<file path="config.mk">
export PLATFORM = sky130hd
export DESIGN_NAME = button_event
export DESIGN_NICKNAME = d
export VERILOG_FILES = /design/src/rtl/stopwatch_pkg.sv /design/src/rtl/button_event.sv
export SDC_FILE = /design/constraint.sdc
export NUM_CORES = 1
export LEC_CHECK = 0
export BUFFER_PORTS_ARGS = -buffer_cell sky130_fd_sc_hd__buf_2
export CAP_MARGIN = 20
export CORE_MARGIN = 1.5
export CORE_UTILIZATION = 44
export CTS_CLUSTER_DIAMETER = 60
export DETAILED_ROUTE_END_ITERATION = 10
export GPL_TIMING_DRIVEN = 1
export PLACE_DENSITY = 0.64
export RECOVER_POWER = 100
export SYNTH_ARGS = -nofsm -noshare
export SYNTH_HDL_FRONTEND = slang
export SYNTH_SLANG_ARGS = --single-unit
</file>
<file path="constraint.sdc">
create_clock -name clk -period 2.2 [get_ports clk]
set_input_delay 0.44 -clock clk [delete_from_list [all_inputs] [get_ports clk]]
set_output_delay 0.44 -clock clk [all_outputs]
set_load 0.1 [all_outputs]
</file>
<file path="src/rtl/stopwatch_pkg.sv">
// Shared types and default timing constants for the stopwatch button path.
package stopwatch_pkg;

  typedef enum logic [1:0] {
    LOCKOUT = 2'd0,
    IDLE    = 2'd1,
    PRESS   = 2'd2,
    LONG    = 2'd3
  } state_t;

  // Defaults assume a 100 MHz clock: 0.5 s long-press, 0.1 s repeat period.
  localparam int unsigned LONG_CYCLES_DEF   = 50_000_000;
  localparam int unsigned REPEAT_CYCLES_DEF = 10_000_000;

  function automatic int unsigned max_u(input int unsigned a, input int unsigned b);
    return (a > b) ? a : b;
  endfunction

endpackage

</file>
<file path="src/rtl/button_event.sv">
// Converts a debounced button level into one-cycle press/release/short/long/
// repeat strobes plus a registered held flag.
module button_event
  import stopwatch_pkg::*;
#(
  parameter int unsigned LONG_CYCLES   = LONG_CYCLES_DEF,
  parameter int unsigned REPEAT_CYCLES = REPEAT_CYCLES_DEF
) (
  input  logic clk,
  input  logic rst,
  input  logic level,
  output logic press_pulse,
  output logic release_pulse,
  output logic short_pulse,
  output logic long_pulse,
  output logic repeat_pulse,
  output logic held
);

  localparam int unsigned CNT_W = $clog2(max_u(LONG_CYCLES, REPEAT_CYCLES));

  localparam logic [CNT_W-1:0] LONG_LAST   = CNT_W'(LONG_CYCLES - 1);
  localparam logic [CNT_W-1:0] REPEAT_LAST = CNT_W'(REPEAT_CYCLES - 1);

  state_t           state;
  logic [CNT_W-1:0] cnt;

  // Single FSM: state, counter and all registered outputs; release wins over thresholds.
  always_ff @(posedge clk or posedge rst) begin
    if (rst) begin
      state         <= LOCKOUT;
      cnt           <= '0;
      press_pulse   <= 1'b0;
      release_pulse <= 1'b0;
      short_pulse   <= 1'b0;
      long_pulse    <= 1'b0;
      repeat_pulse  <= 1'b0;
      held          <= 1'b0;
    end else begin
      press_pulse   <= 1'b0;
      release_pulse <= 1'b0;
      short_pulse   <= 1'b0;
      long_pulse    <= 1'b0;
      repeat_pulse  <= 1'b0;
      case (state)
        LOCKOUT: begin
          // Button may already be down at reset; stay silent until it is seen low.
          if (!level) begin
            state <= IDLE;
            cnt   <= '0;
          end
        end
        IDLE: begin
          if (level) begin
            state       <= PRESS;
            cnt         <= '0;
            press_pulse <= 1'b1;
            held        <= 1'b1;
          end
        end
        PRESS: begin
          if (!level) begin
            state         <= IDLE;
            cnt           <= '0;
            release_pulse <= 1'b1;
            short_pulse   <= 1'b1;
            held          <= 1'b0;
          end else if (cnt == LONG_LAST) begin
            state      <= LONG;
            cnt        <= '0;
            long_pulse <= 1'b1;
          end else begin
            cnt <= cnt + 1'b1;
          end
        end
        LONG: begin
          if (!level) begin
            state         <= IDLE;
            cnt           <= '0;
            release_pulse <= 1'b1;
            held          <= 1'b0;
          end else if (cnt == REPEAT_LAST) begin
            cnt          <= '0;
            repeat_pulse <= 1'b1;
          end else begin
            cnt <= cnt + 1'b1;
          end
        end
        default: begin
          state <= LOCKOUT;
          cnt   <= '0;
          held  <= 1'b0;
        end
      endcase
    end
  end

endmodule
</file>
## After elaboration in Yosys (flattened, before gate mapping)

Cells that the tools add are included.

| word-level totals | value |
|---|---|
| flip-flop bits (word level) | 34 |
| logic and storage cells | 52 |

| cells by class | value |
|---|---|
| add/sub/neg operators | 1 |
| eq/ne operators | 10 |
| mux-type cells | 26 |
| reductions and logical operators | 7 |

Operator list:

| cell | count |
|---|---|
| 26-bit 2-to-1 mux | 6 |
| 26-bit one-hot mux with 4 select lines | 1 |
| 26-bit by 1-bit adder with 26-bit output, second input constant | 1 |
| 26-bit by 24-bit == test with 1-bit output, second input constant | 1 |
| 26-bit == test, second input constant | 1 |
| 1-bit 2-to-1 mux | 13 |
| 2-bit 2-to-1 mux | 4 |
| 2-bit inequality test, second input constant | 4 |
| 2-bit one-hot mux with 3 select lines | 1 |
| 3-bit AND reduction | 2 |
| 2-bit == test, second input constant | 2 |
| 2-bit OR reduction | 2 |
| 3-bit inequality test, second input constant | 1 |
| 2-bit by 1-bit == test with 1-bit output, second input constant | 1 |
| 2-bit zero test | 1 |
| 1-bit one-hot mux with 2 select lines | 1 |
| 2-bit AND reduction | 1 |
| 2-bit nonzero test | 1 |

## Depth between registers and ports, before layout

| logic depth | value |
|---|---|
| word-level depth | 4 |
| depth in mapped cells | 8 |
| gate-level depth less buffers | 7 |

## Worst setup path after synthesis

No wires, ideal clock.

| path | value |
|---|---|
| path type | flip-flop to flip-flop |
| from | register cnt[11] |
| to | register cnt[7] |
| arrival | 2.246 ns |
| data required time | 2.081 ns |
| slack | -0.164 ns |
| stages on the path, launching flop included | 8 |
| buffers on the path | 2 |
| period minus slack after synthesis | 2.364 ns |
| cells stage by stage | dfrtp_1 -> or4b_1 -> or4_4 -> o21ba_1 -> buf_6 -> nor3_4 -> buf_6 -> nor2_1 |

| between the ends | value |
|---|---|
| cells in the longest elaborated chain, start to end | 4 |

RTL lines:

| what | RTL line | text |
|---|---|---|
| start, declared | button_event.sv:26 | `logic [CNT_W-1:0] cnt;` |
| start signal, assigned | button_event.sv:73 | `cnt <= cnt + 1'b1;` |
| start signal, assigned | button_event.sv:86 | `cnt <= cnt + 1'b1;` |
| 26-bit by 24-bit == test with 1-bit output / 26-bit == test (equally long branches) | button_event.sv:82, button_event.sv:68 |  |
| 26-bit 2-to-1 mux (on tied branches) | button_event.sv:82, button_event.sv:68 |  |
| 26-bit 2-to-1 mux (on tied branches) | button_event.sv:77, button_event.sv:62 |  |
| 26-bit one-hot mux with 4 select lines (*) | button_event.sv:45 | `case (state)` |

Every way passes the cells marked *; elsewhere a longest branch is shown, timed or not.
A chain may end at the register's enable or synchronous reset.

## Worst setup path in the final report

| path | value |
|---|---|
| from | register cnt[10] |
| to | register cnt[14] |

| between the ends | value |
|---|---|
| cells in the longest elaborated chain, start to end | 4 |

RTL lines:

| what | RTL line |
|---|---|
| 26-bit by 1-bit adder with 26-bit output (tied with other cells) | button_event.sv:73, button_event.sv:86 |
| 26-bit 2-to-1 mux (on tied branches) | button_event.sv:82, button_event.sv:68 |
| 26-bit 2-to-1 mux (on tied branches) | button_event.sv:77, button_event.sv:62 |
| 26-bit one-hot mux with 4 select lines (*) | button_event.sv:45 |

Marked as above.

==> results.md <==
- The flow ran to the end, and the final reports show no timing, DRC or antenna violations.
- Dividing the detail-routed wire length by the instance count gives 14.77 microns.
- The first detailed-routing pass took 4 iterations.
- In this run the register-to-register setup slack is approximately 0.013 ns.
- Relative to the synthesized area, the layout overhead comes to 22.43%.
- The count of clock tree sinks is 34.
- The number of antenna violations at the first check in global routing came to 0.
- The area share of the largest cell type after synthesis is 44.21%.
- Counting the buffers created by CTS gives 5.
- The cell type of the slowest stage on the worst timing path is or4_4.
- The starting utilization of the core area is 46.76%.
- Based on the critical path, the design can be clocked at up to 0.4573 GHz.
- After detailed routing, the number of remaining DRC violations is 0.
- After synthesis, the cell types taking the most area are dfrtp_1 44%, xor2_1 6.4%, nor2_1 5.7%.
- Global routing finished with a remaining overflow of 0.
- The count of input and output buffers is 8.
- The worst-case setup margin in the final layout is 0.01342 ns.
- The critical path goes through or3b_2 > or4_4 > o21ba_4 > buf_6 > a211oi_2 > o31ai_1.
- The maximum net fanout on the critical path is 4.
- The count of vias placed by the detailed router is 1,624.
- The clock transition at the registers of the reported paths is 0.07 ns.
- The primary flip-flop cell chosen by synthesis mapping is dfrtp_1.
- The worst path buffer plus inverter count is 1.
- The number of buffers added for setup after CTS is 0.
- The antenna diode count is 0.
- From bottom edge to top edge, the die measures 69.13 microns.
- The final weighted congestion in routability-driven placement is 0.8402.
- On the worst path, the slowest cell contributes a delay of approximately 0.56 ns.
- No sink is reached through more buffers than the 2 on the longest clock path.
- The cell family contributing the most delay on the critical path is simple AND/OR/NAND/NOR gates.
- Across the VDD grid, the largest voltage drop is 451.6 uV.
- The headroom to the max-slew limit is a little under a quarter.
- The floorplan has 23 rows.
- The via count of the first global-routing pass came to ~1,600.
- The placed cell count is 286.
- In the final layout, the share of cells above drive strength 1 is 23.36%.
- The hold violation total from the final report is 0.
- After synthesis the netlist holds a flip-flop and latch count of 34.
- The leakage power summed over all cells is 1.050 nW.
- Setup violations remaining at the end of the flow were counted as 0.
- The share of the cycle needed by the critical path after routing is 99.39%.
- Buffers inserted to repair hold after CTS numbered 0.
- Summing the sequential cell areas from Yosys gives 44.21% of the chip area.
- The number of H-tree levels is 2.
- The worst setup path category is reg -> reg.
- Measured along the x axis, the die boundary spans 69.13 microns.
- The starting DRC count in detailed routing is roughly 120.
- The net total in the final layout is between 200 and 300.
- The net count of the mapped netlist is 215.
- The clock tree from TritonCTS is done.
- The global-route wire length before repair is 7.603 mm.
- Across the routed clock network, the largest skew measured is 0.004338 ns.
- The post-layout minimum cycle time is 2.187 ns.
- The kind of capture point of the worst setup path is a register.
- The mean number of vias per cell is 5.524.
- In the synthesized netlist, the number of instances is 206.
- During I/O placement, the number of pins put on the boundary was 9.
- Summed over all nets, the half-perimeter wirelength after detailed placement is about 3.1 mm.
- For this run, asynchronously set or reset flops after synthesis account for 100.0%.
- The die covers around 4800 sq um.
- The pin count of the biggest net entering global routing is 35.
- The final cell count without fillers is 294.
- At the pin with the least slew margin, the transition time is 1.167 ns.
- The synthesized design spends more area on one cell type than any other, namely dfrtp_1.
- Once placement finished, the instance area stood at 2207 sq um.
- The class of the tightest hold or removal check is in -> async.
- The sequential cells in the finished layout cover a total of between 800 and 900 sq um.
- The area inside the core boundary is 4115 sq um.
- Once layout is done, the placed cells without fillers occupy 2356 sq um.
- The worst setup path is launched from a register.
- The worst hold slack after final layout is 0.3922 ns.
- For the worst-skew pair, the clock arrives at the later sink with an insertion delay of 0.28 ns.
- The multi-input combinational cell area is between 1000 and 1500 sq um.
- The max-slew violation count is 0.
- The count of yosys warnings during synthesis is 0.
- The final wirelength is 4.343 mm.
- The tool flagged a number of max-cap violations equal to 0.
- Setup repair after global routing could not meet its margin everywhere.
- The count of nets left with antenna violations once routing finished came out at 0.
- The synthesized netlist contains 43 unique library cells.
- Data arrives at the worst endpoint at 2.34 ns.
- The power per cell area is ~850 nW/um^2.
- The total standard cell area after synthesis is 1924 sq um.
- Counting flops with a built-in enable in the synthesized netlist gives 0.
- Dividing the synthesized area by the synthesized cell count gives 9.341 sq um.
- The setup slack after placement is -0.09562 ns.
- The library cell used as clock root buffer is clkbuf_8.
- For this run, the total global-route usage over all layers was measured as 19.91%.
- For the worst setup path, the data required time is approximately 2.4 ns.
- The number of filler instances in the final layout is 373.
[cells by family (layout without fill, tap and decap cells)]
logic type,after synthesis,after routing,share of synthesized area [%]
and+or+nand+nor,107,107,29.65
DFF,34,34,44.21
buffers and inverters,14,52,3.966
muxes,4,4,2.146
adders and majority gates,6,6,3.901
AOI/OAI and AO/OA,25,25,8.843
xor gates and xnor gates,16,16,7.282
[placed cells by master (no fill, tap or decap), drive strengths merged, types with 2 or more instances in the layout]
master and instances:
dfrtp 34, nor2 31, buf 29, nand2 19
clkbuf 16, nand4 14, xor2 14, nand3 12
nor3 8, inv 7, o21ai 7, ha 6
and2 5, nor4 5, mux2i 3, nor2b 3
or4 2, nor3b 2, o2bb2ai 2, o22ai 2
a21oi 2, o211ai 2, xnor2 2, or4b 2
a31oi 2
[per-layer routing]
metal	track usage, %	wire length (microns)	up-vias
met5	0	0	-
met2	30.13	1993	28
li1	-	-	807
met4	6.100	62	0
met3	4.532	142	6
met1	28.37	2144	783
[Yosys cell counts (2+ instances only)]
master      n
dfrtp_1    34
nor2_1     29
nand2_1    19
nand4_1    14
xor2_1     14
nand3_1    12
inv_1       7
nor3_1      7
o21ai_0     7
ha_1        6
and2_1      5
nor4_1      4
buf_6       3
clkbuf_1    3
mux2i_1     3
nor2b_1     3
a21oi_1     2
a31oi_1     2
nor2_2      2
nor3b_1     2
o211ai_1    2
o22ai_1     2
o2bb2ai_1   2
or4_4       2
xnor2_1     2
[through the flow]
step | setup TNS (ns) | total power [mW] | utilization [%]
finish | 0 | 2.002 | 57.25
detailed placement | -0.6320 | 1.473 | 53.63
CTS | 0 | 2.016 | 56.64
global route | -0.8781 | 2.113 | 57.25
floorplan | -1.984 | 1.259 | -
global placement | -0.3489 | 1.464 | 53.63
[state kept, by name (all words and copies together), names as in the netlist]
signal,count
cnt,26
short_pulse,1
long_pulse,1
state,2
press_pulse,1
release_pulse,1
repeat_pulse,1
held,1
[power by group]
| group | internal [mW] | switching [mW] | leakage (nW) |
|---|---|---|---|
| sequential | 0.681 | 0.0375 | 0.462 |
| combinational | 0.232 | 0.519 | 0.531 |
| clock | 0.316 | 0.217 | 0.0575 |
| total | 1.23 | 0.773 | 1.05 |
[final cells by class]
class	count	share of cell area, %
multi-input combinational	158	44.34
sequential	34	36.11
timing repair buffer	37	11.10
clock buffer	8	4.673
tap	50	2.655
inverter	7	1.115
[final timing paths]
path                         start     endpoint  cells after the start
min reg2reg                 cnt[1]       cnt[1]                      2
max                        cnt[10]      cnt[14]                      6
min in group clk             level  short_pulse                      3
max reg2reg                cnt[10]      cnt[14]                      6
min                            rst      cnt[15]                      3
max in group asynchronous      rst       cnt[9]                      3
[worst register-to-register path, stage by stage, from the launching register on]
cell,delay [ns]
dfrtp_1,0.40
or3b_2,0.46
or4_4,0.56
o21ba_4,0.24
buf_6,0.12
a211oi_2,0.18
o31ai_1,0.11
[repair_timing]
item                                    4_1_cts  5_1_grt
pin swaps                                     1        2
gates cloned                                  0        0
endpoints found under the setup margin       26       25
resized for setup                             7        8
(Power assumes the default switching activity.)
